<file path="src/rtl/bw_io_ddr_vref_pkg.sv">
// rtl/bw_io_ddr_vref_pkg.sv - shared types and defaults for the DDR vref code controller
package bw_io_ddr_vref_pkg;

  typedef enum logic [1:0] {
    ST_IDLE,
    ST_STEP,
    ST_SETTLE,
    ST_DONE
  } vref_state_e;

  localparam int         VREF_CODE_W     = 7;
  localparam logic [6:0] VREF_RESET_CODE = 7'h40;

endpackage

</file>
<file path="src/rtl/bw_io_ddr_vref_settle_cnt.sv">
// rtl/bw_io_ddr_vref_settle_cnt.sv - loadable down-counter timing the post-step settle interval
module bw_io_ddr_vref_settle_cnt #(
  parameter int CNT_W = 5
) (
  input  logic             clk,
  input  logic             rst,
  input  logic             load,
  input  logic             dec,
  input  logic [CNT_W-1:0] load_val,
  output logic             zero
);

  logic [CNT_W-1:0] cnt_q;
  logic [CNT_W-1:0] cnt_d;

  always_comb begin
    cnt_d = cnt_q;
    if (load) begin
      cnt_d = load_val;
    end else if (dec && (cnt_q != '0)) begin
      cnt_d = cnt_q - CNT_W'(1);
    end
  end

  always_ff @(posedge clk or posedge rst) begin
    if (rst) begin
      cnt_q <= '0;
    end else begin
      cnt_q <= cnt_d;
    end
  end

  assign zero = (cnt_q == '0);

endmodule

</file>
<file path="src/rtl/bw_io_ddr_vref_code_ctl.sv">
// rtl/bw_io_ddr_vref_code_ctl.sv - ramps the 7-bit DDR vref code toward a requested target
// BW_IO_DDR_VREF_RAMP_EN selects one-LSB stepping; without it each request is a single jump.
module bw_io_ddr_vref_code_ctl
  import bw_io_ddr_vref_pkg::*;
#(
  parameter int                CODE_W        = VREF_CODE_W,
  parameter int                SETTLE_CYCLES = 16,
  parameter logic [CODE_W-1:0] RESET_CODE    = CODE_W'(VREF_RESET_CODE)
) (
  input  logic              clk,
  input  logic              rst,
  input  logic              cfg_vld,
  input  logic [CODE_W-1:0] cfg_code,
  output logic              cfg_rdy,
  output logic [CODE_W-1:0] vref_code,
  output logic              busy,
  output logic              done
);

  localparam int CNT_W = $clog2(SETTLE_CYCLES + 1);

  vref_state_e       state_q, state_d;
  logic [CODE_W-1:0] target_q, target_d;
  logic [CODE_W-1:0] code_q, code_d;
  logic              cnt_load;
  logic              cnt_dec;
  logic              cnt_zero;

  bw_io_ddr_vref_settle_cnt #(
    .CNT_W (CNT_W)
  ) u_settle_cnt (
    .clk      (clk),
    .rst      (rst),
    .load     (cnt_load),
    .dec      (cnt_dec),
    .load_val (CNT_W'(SETTLE_CYCLES - 1)),
    .zero     (cnt_zero)
  );

  always_comb begin
    state_d  = state_q;
    target_d = target_q;
    code_d   = code_q;
    cnt_load = 1'b0;
    cnt_dec  = 1'b0;
    case (state_q)
      ST_IDLE: begin
        if (cfg_vld) begin
          target_d = cfg_code;
          state_d  = (cfg_code == code_q) ? ST_DONE : ST_STEP;
        end
      end
      ST_STEP: begin
`ifdef BW_IO_DDR_VREF_RAMP_EN
        // Direction from comparison, so the code never wraps past 0 or full scale.
        if (code_q < target_q) begin
          code_d = code_q + CODE_W'(1);
        end else if (code_q > target_q) begin
          code_d = code_q - CODE_W'(1);
        end
`else
        code_d = target_q;
`endif
        cnt_load = 1'b1;
        state_d  = ST_SETTLE;
      end
      ST_SETTLE: begin
        if (cnt_zero) begin
          state_d = (code_q == target_q) ? ST_DONE : ST_STEP;
        end else begin
          cnt_dec = 1'b1;
        end
      end
      ST_DONE: begin
        state_d = ST_IDLE;
      end
      default: begin
        state_d = ST_IDLE;
      end
    endcase
  end

  always_ff @(posedge clk or posedge rst) begin
    if (rst) begin
      state_q  <= ST_IDLE;
      target_q <= RESET_CODE;
      code_q   <= RESET_CODE;
    end else begin
      state_q  <= state_d;
      target_q <= target_d;
      code_q   <= code_d;
    end
  end

  assign cfg_rdy   = (state_q == ST_IDLE);
  assign busy      = (state_q != ST_IDLE);
  assign done      = (state_q == ST_DONE);
  assign vref_code = code_q;

endmodule

</file>
<file path="config.mk">
export PLATFORM = sky130hd
export DESIGN_NAME = bw_io_ddr_vref_code_ctl
export DESIGN_NICKNAME = d
export VERILOG_FILES = /design/src/rtl/bw_io_ddr_vref_pkg.sv /design/src/rtl/bw_io_ddr_vref_settle_cnt.sv /design/src/rtl/bw_io_ddr_vref_code_ctl.sv
export SDC_FILE = /design/constraint.sdc
export NUM_CORES = 1
export LEC_CHECK = 0
export BUFFER_PORTS_ARGS = -buffer_cell sky130_fd_sc_hd__buf_2
export CORE_UTILIZATION = 25
export DETAILED_ROUTE_END_ITERATION = 10
export GPL_ROUTABILITY_DRIVEN = 0
export PLACE_DENSITY = 0.42
export SLEW_MARGIN = 40
export SYNTH_ARGS = -nofsm -noshare
export SYNTH_HDL_FRONTEND = slang
export SYNTH_SLANG_ARGS = --single-unit
</file>
<file path="constraint.sdc">
create_clock -name clk -period 2.1 [get_ports clk]
set_clock_uncertainty 0.15 [all_clocks]
set_input_delay 0 -clock clk [delete_from_list [all_inputs] [get_ports clk]]
set_output_delay 0 -clock clk [all_outputs]
set_load 0.01 [all_outputs]
</file>
# --- Word level (Yosys, flattened, before mapping) ---
# Cells that the tools add are included.
# W data, S select, Z words.
op_classes:
  add_sub_neg: 1
  reduce_logical: 8
  n_mux: 10
  n_eq_ne: 7
ops:
  columns: ["cell", "count"]
  rows:
  - ["$eq A7 B7 Y1", 2]
  - ["$mux W5", 2]
  - ["$mux W2", 4]
  - ["$pmux W2 S4", 1]
  - ["$logic_not A5 Y1", 1]
  - ["$reduce_bool A5 Y1", 1]
  - ["$sub A5 B1 Y5 const B", 1]
  - ["$eq A2 B2 Y1 const B", 2]
  - ["$ne A2 B2 Y1 const B", 2]
  - ["$reduce_and A2 Y1", 2]
  - ["$reduce_bool A2 Y1", 2]
  - ["$mux W1", 3]
  - ["$eq A2 B1 Y1 const B", 1]
  - ["$logic_not A2 Y1", 1]
  - ["$logic_and A1 B1 Y1", 1]
word_totals:
  register_bits: 21
  output_inout_bits: 10
  word_cells: 30
  input_bits: 10

# --- Logic depth before layout (Yosys ltp) ---
depth:
  depth_word: 6
  ltp_mapped: 7
  depth_no_buf: 7

# --- Cells and area by module ---
# Synthesis repeated with hierarchy kept, for this count alone.
hier_totals:
  cells_unflattened: 116
  area_unflattened_um2: 1182.4
modules_own_cells:
  columns: ["mod", "seq_area_each_um2", "instances", "area_per_inst_um2", "cells_each"]
  rows:
  - ["bw_io_ddr_vref_code_ctl", 402.9, 1, 879.6, 83]
  - ["bw_io_ddr_vref_settle_cnt", 125.1, 1, 302.8, 33]

# --- Least setup slack after synthesis ---
# OpenSTA, ideal clock, no wires.
synth_path:
  path_kind: "register to register"
  start: "reg state_q[0]"
  end: "reg target_q[0]"
  setup_ns: 0.125
  n_path_buf: 1
  setup_slack_ns: 0.559
  synth_period_minus_slack_ns: 1.541
  t_required_ns: 1.825
  arrival_ns: 1.267
  stages_incl_launch_ff: 5
  cell_sequence: "dfrtp_1 -> nor2_1 -> and2_1 -> buf_6 -> mux2_2"
synth_via:
  elab_chain_cells: 2
synth_lines:
  columns: ["item", "line_no", "rtl"]
  rows:
  - ["from (decl)", "bw_io_ddr_vref_code_ctl.sv:22", "vref_state_e state_q, state_d;"]
  - ["from (signal assigned)", "bw_io_ddr_vref_code_ctl.sv:89", "state_q <= state_d;"]
  - ["$logic_not A2 Y1", null, null]
  - ["net cfg_rdy", "bw_io_ddr_vref_code_ctl.sv:14", "output logic cfg_rdy,"]
  - ["$reduce_and A2 Y1 (no line)", null, null]
  - ["to (signal assigned)", "bw_io_ddr_vref_code_ctl.sv:90", "target_q <= target_d;"]
  - ["to (decl)", "bw_io_ddr_vref_code_ctl.sv:23", "logic [CODE_W-1:0] target_q, target_d;"]
# The timed path passes the listed nets, and every way through them passes these cells.
# A chain may end at the register's enable or synchronous reset.

# --- Worst setup path in the final report ---
layout_path:
  start: "reg state_q[0]"
  end: "reg target_q[0]"
layout_via:
  elab_chain_cells: 2
layout_lines:
  columns: ["item", "line_no", "rtl"]
  rows:
  - ["$logic_not A2 Y1", "bw_io_ddr_vref_code_ctl.sv:46", "case (state_q)"]
  - ["$reduce_and A2 Y1 (no line)", null, null]
# No other way between the ends.

==> impl_metrics.py <==
metrics = {
    "status": {
        "status": "complete, no violations",
    },
    "sta": {
        "finalCritPeriodShare": 0.815,
        "min_period_ns": 1.71,
        "slew_headroom": 0.700,
        "rsz0062_at_grt": "false",
        "max_freq_mhz": 584,
        "setup_viol": 0,
        "worst_pin_slew_ns": 0.449,
        "hold_violations": 0,
        "setup_tns_ns": 0,
        "slew_violations": 0,
        "holdWs_ns": 0.137,
    },
    "route": {
        "antenna_left": 0,
        "drc": 0,
        "firstDrtPassIters": 4,
        "wl_um": 2440,
        "vias": 904,
        "wl_per_cell_um": 12.3,
        "drt-initial-drc-count": 41,
        "drt-vias-per-instance": 4.57,
    },
    "cells_and_area": {
        "final_util": 0.337,
        "final_area_um2": 1390,
        "fin_nets": 160,
        "drive_above_1_share": 0.250,
        "register_area_um2": 528,
        "fillCellCount": 437,
        "diodes": 0,
        "syn2layout_area_growth_pct": 25.7,
        "multiInputGateArea_um2": 515,
    },
    "clocking": {
        "max-clock-path-buffers": 2,
        "clock_latency_ns": 0.26,
        "root_buffer": "clkbuf_8",
        "cts_tree": "built",
        "clock-sinks": 21,
        "cts_resized": 0,
        "cts.clk_slew.worst_paths_ns": 0.07,
        "htree_levels": 1,
        "cts-buffers-inserted": 3,
    },
    "yosys": {
        "ys_types": 33,
        "ys.flop_type": "dfrtp_1",
        "synthCells": 117,
        "syn_nets": 128,
        "syn_area_um2": 1100,
        "synth_edf_count": 0,
        "synth.avg_cell_area_um2": 9.44,
        "ys_seq_area_frac": 0.478,
        "ys_top_cells_by_count": "nand2_1 (22), dfrtp_1 (19), inv_1 (8)",
        "synth_top_area_frac": 0.430,
        "yosysWarningCount": 0,
        "synth_area_leaders": "dfrtp_1 (43%), nand2_1 (7.5%), mux2_2 (5.1%)",
        "postSynth.asyncResetShare": 1.00,
        "yosysTopAreaCell": "dfrtp_1",
        "ys_ff_latch": 21,
        "yosysMostFrequentCell": "nand2_1",
    },
    "floorplanning": {
        "placementRows": 23,
        "die_width_um": 68.5,
        "ios": 20,
        "fp.dieH_um": 68.5,
        "coreArea_um2": 4120,
        "fp.dieArea_um2": 4690,
        "start_util": 0.268,
    },
    "power_and_ir_drop": {
        "p_per_area_nw_per_um2": 1390,
        "swShare": 0.403,
        "comb_power_share": 0.455,
        "p_seq_frac": 0.407,
        "power.total_mw": 1.92,
        "switching_power_uw": 775,
        "vdd_drop_max_mv": 0.363,
        "leakage_nw": 0.639,
        "clockPowerShare": 0.138,
        "p_int_mw": 1.15,
    },
    "critical_path": {
        "crit_path_start": "state_q[0]$_DFFE_PP0P_",
        "cp_max_fo": 9,
        "r2r-end": "target_q[0]$_DFFE_PP0P_",
        "rrSetupSlack_ns": 0.39,
        "rr_startpoint": "state_q[0]$_DFFE_PP0P_",
        "crit_end": "target_q[0]$_DFFE_PP0P_",
        "critical_path_required_ns": 2.10,
        "r2r_cells": 3,
        "cp-end-kind": "flip-flop",
        "critPathKind": "flip-flop to flip-flop",
        "critPathLaunchType": "flip-flop",
        "crit_arrival_ns": 1.71,
    },
    "grt": {
        "grt_pass1_wl_um": 4110,
        "grt_max_degree": 22,
        "grt_overflow_total": 0,
        "grt_pass1_vias": 913,
        "grt_usage": 0.123,
        "antenna_found_initial": 0,
    },
    "placement": {
        "dpl_cell_area_um2": 1250,
        "dp_hpwl_um": 1840,
        "port_buffers": 19,
    },
    "min_path": {
        "hp-class": "primary input to asynchronous set/reset pin",
    },
    "run": {
        "max_cap_viol_count": 0,
    },
}
through the flow:
step | setup slack [ns] | std cells
after global routing | 0.226 | 198
after CTS | 0.373 | 198
final | 0.389 | 198
after detailed placement | 0.386 | 185
after global placement | 0.410 | 185
after floorplan | 0.559 | 117
kinds of logic after synthesis:
logic type | after synthesis | share of synthesized area
multiplexers | 6 | 0.0600
flip-flops | 21 | 0.478
AND/OR/NAND/NOR | 48 | 0.222
AO/OA/AOI/OAI | 21 | 0.110
XOR/XNOR | 8 | 0.0634
buffers and inverters | 12 | 0.0555
adder cells (fa/ha/maj) | 1 | 0.0113
cell usage in the layout, fill, tap and decap left out, drive strengths merged, types with 2 or more instances in the layout:
cell type    count
clkbuf           4
nand4            2
o21ai           10
buf             22
nor3             3
dfstp            2
dfrtp           19
mux2             5
nand3            4
dlygate4sd3      9
xnor2            3
nand2           22
a31oi            2
and2             2
nor2             6
a21oi            5
xor2             5
nand2b           4
inv              8
critical path, stage by stage, from the launching register on:
cell and delay (ns):
dfrtp_1 0.45, nor2_1 0.19, and2_1 0.42, mux2_2 0.38
area by class of cell:
class,count,area share
clock buffers,4,0.0324
inverters,8,0.0216
multi-input cells,84,0.371
flip-flops and latches,21,0.380
well taps,50,0.0450
repair buffers,31,0.150
power by group through the flow:
stage | combinational, mW | sequential (mW) | clock [mW]
finish | 0.875 | 0.784 | 0.266
global route | 1.00 | 0.819 | 0.289
CTS | 0.890 | 0.786 | 0.280
detailed placement | 0.871 | 0.794 | 0
global placement | 0.861 | 0.791 | 0
floorplan | 0.614 | 0.794 | 0
what timing repair did:
action                    CTS  global route
hold endpoints to repair   28             0
setup buffers               0             0
hold buffers                9             0
sequential cells by signal, indices dropped and copies added, names as in the netlist:
name                count
u_settle_cnt.cnt_q      5
target_q                7
state_q                 2
vref_code               7
worst min-delay path by stage:
| stage | start | to | slack, ns | depth (start not counted) |
|---|---|---|---|---|
| finish | rst | u_settle_cnt.cnt_q[1]$_DFFE_PP0P_ | 0.14 | 3 |
| floorplan | rst | state_q[0]$_DFFE_PP0P_ | -0.17 | 1 |
| detailed placement | rst | u_settle_cnt.cnt_q[1]$_DFFE_PP0P_ | 0.06 | 2 |
| CTS | rst | vref_code[3]$_DFFE_PP0P_ | 0.33 | 3 |
| global placement | rst | u_settle_cnt.cnt_q[1]$_DFFE_PP0P_ | 0.05 | 2 |
| global route | rst | vref_code[4]$_DFFE_PP0P_ | 0.21 | 3 |
routing by layer:
| metal | up-vias | track usage | part of all wire |
|---|---|---|---|
| li1 | 457 | - | - |
| met1 | 421 | 0.165 | 0.49 |
| met2 | 21 | 0.184 | 0.45 |
| met3 | 5 | 0.0217 | 0.034 |
| met4 | 0 | 0.0703 | 0.023 |
| met5 | - | 0 | 0 |
Note: power is estimated with default switching activity, not from simulation.
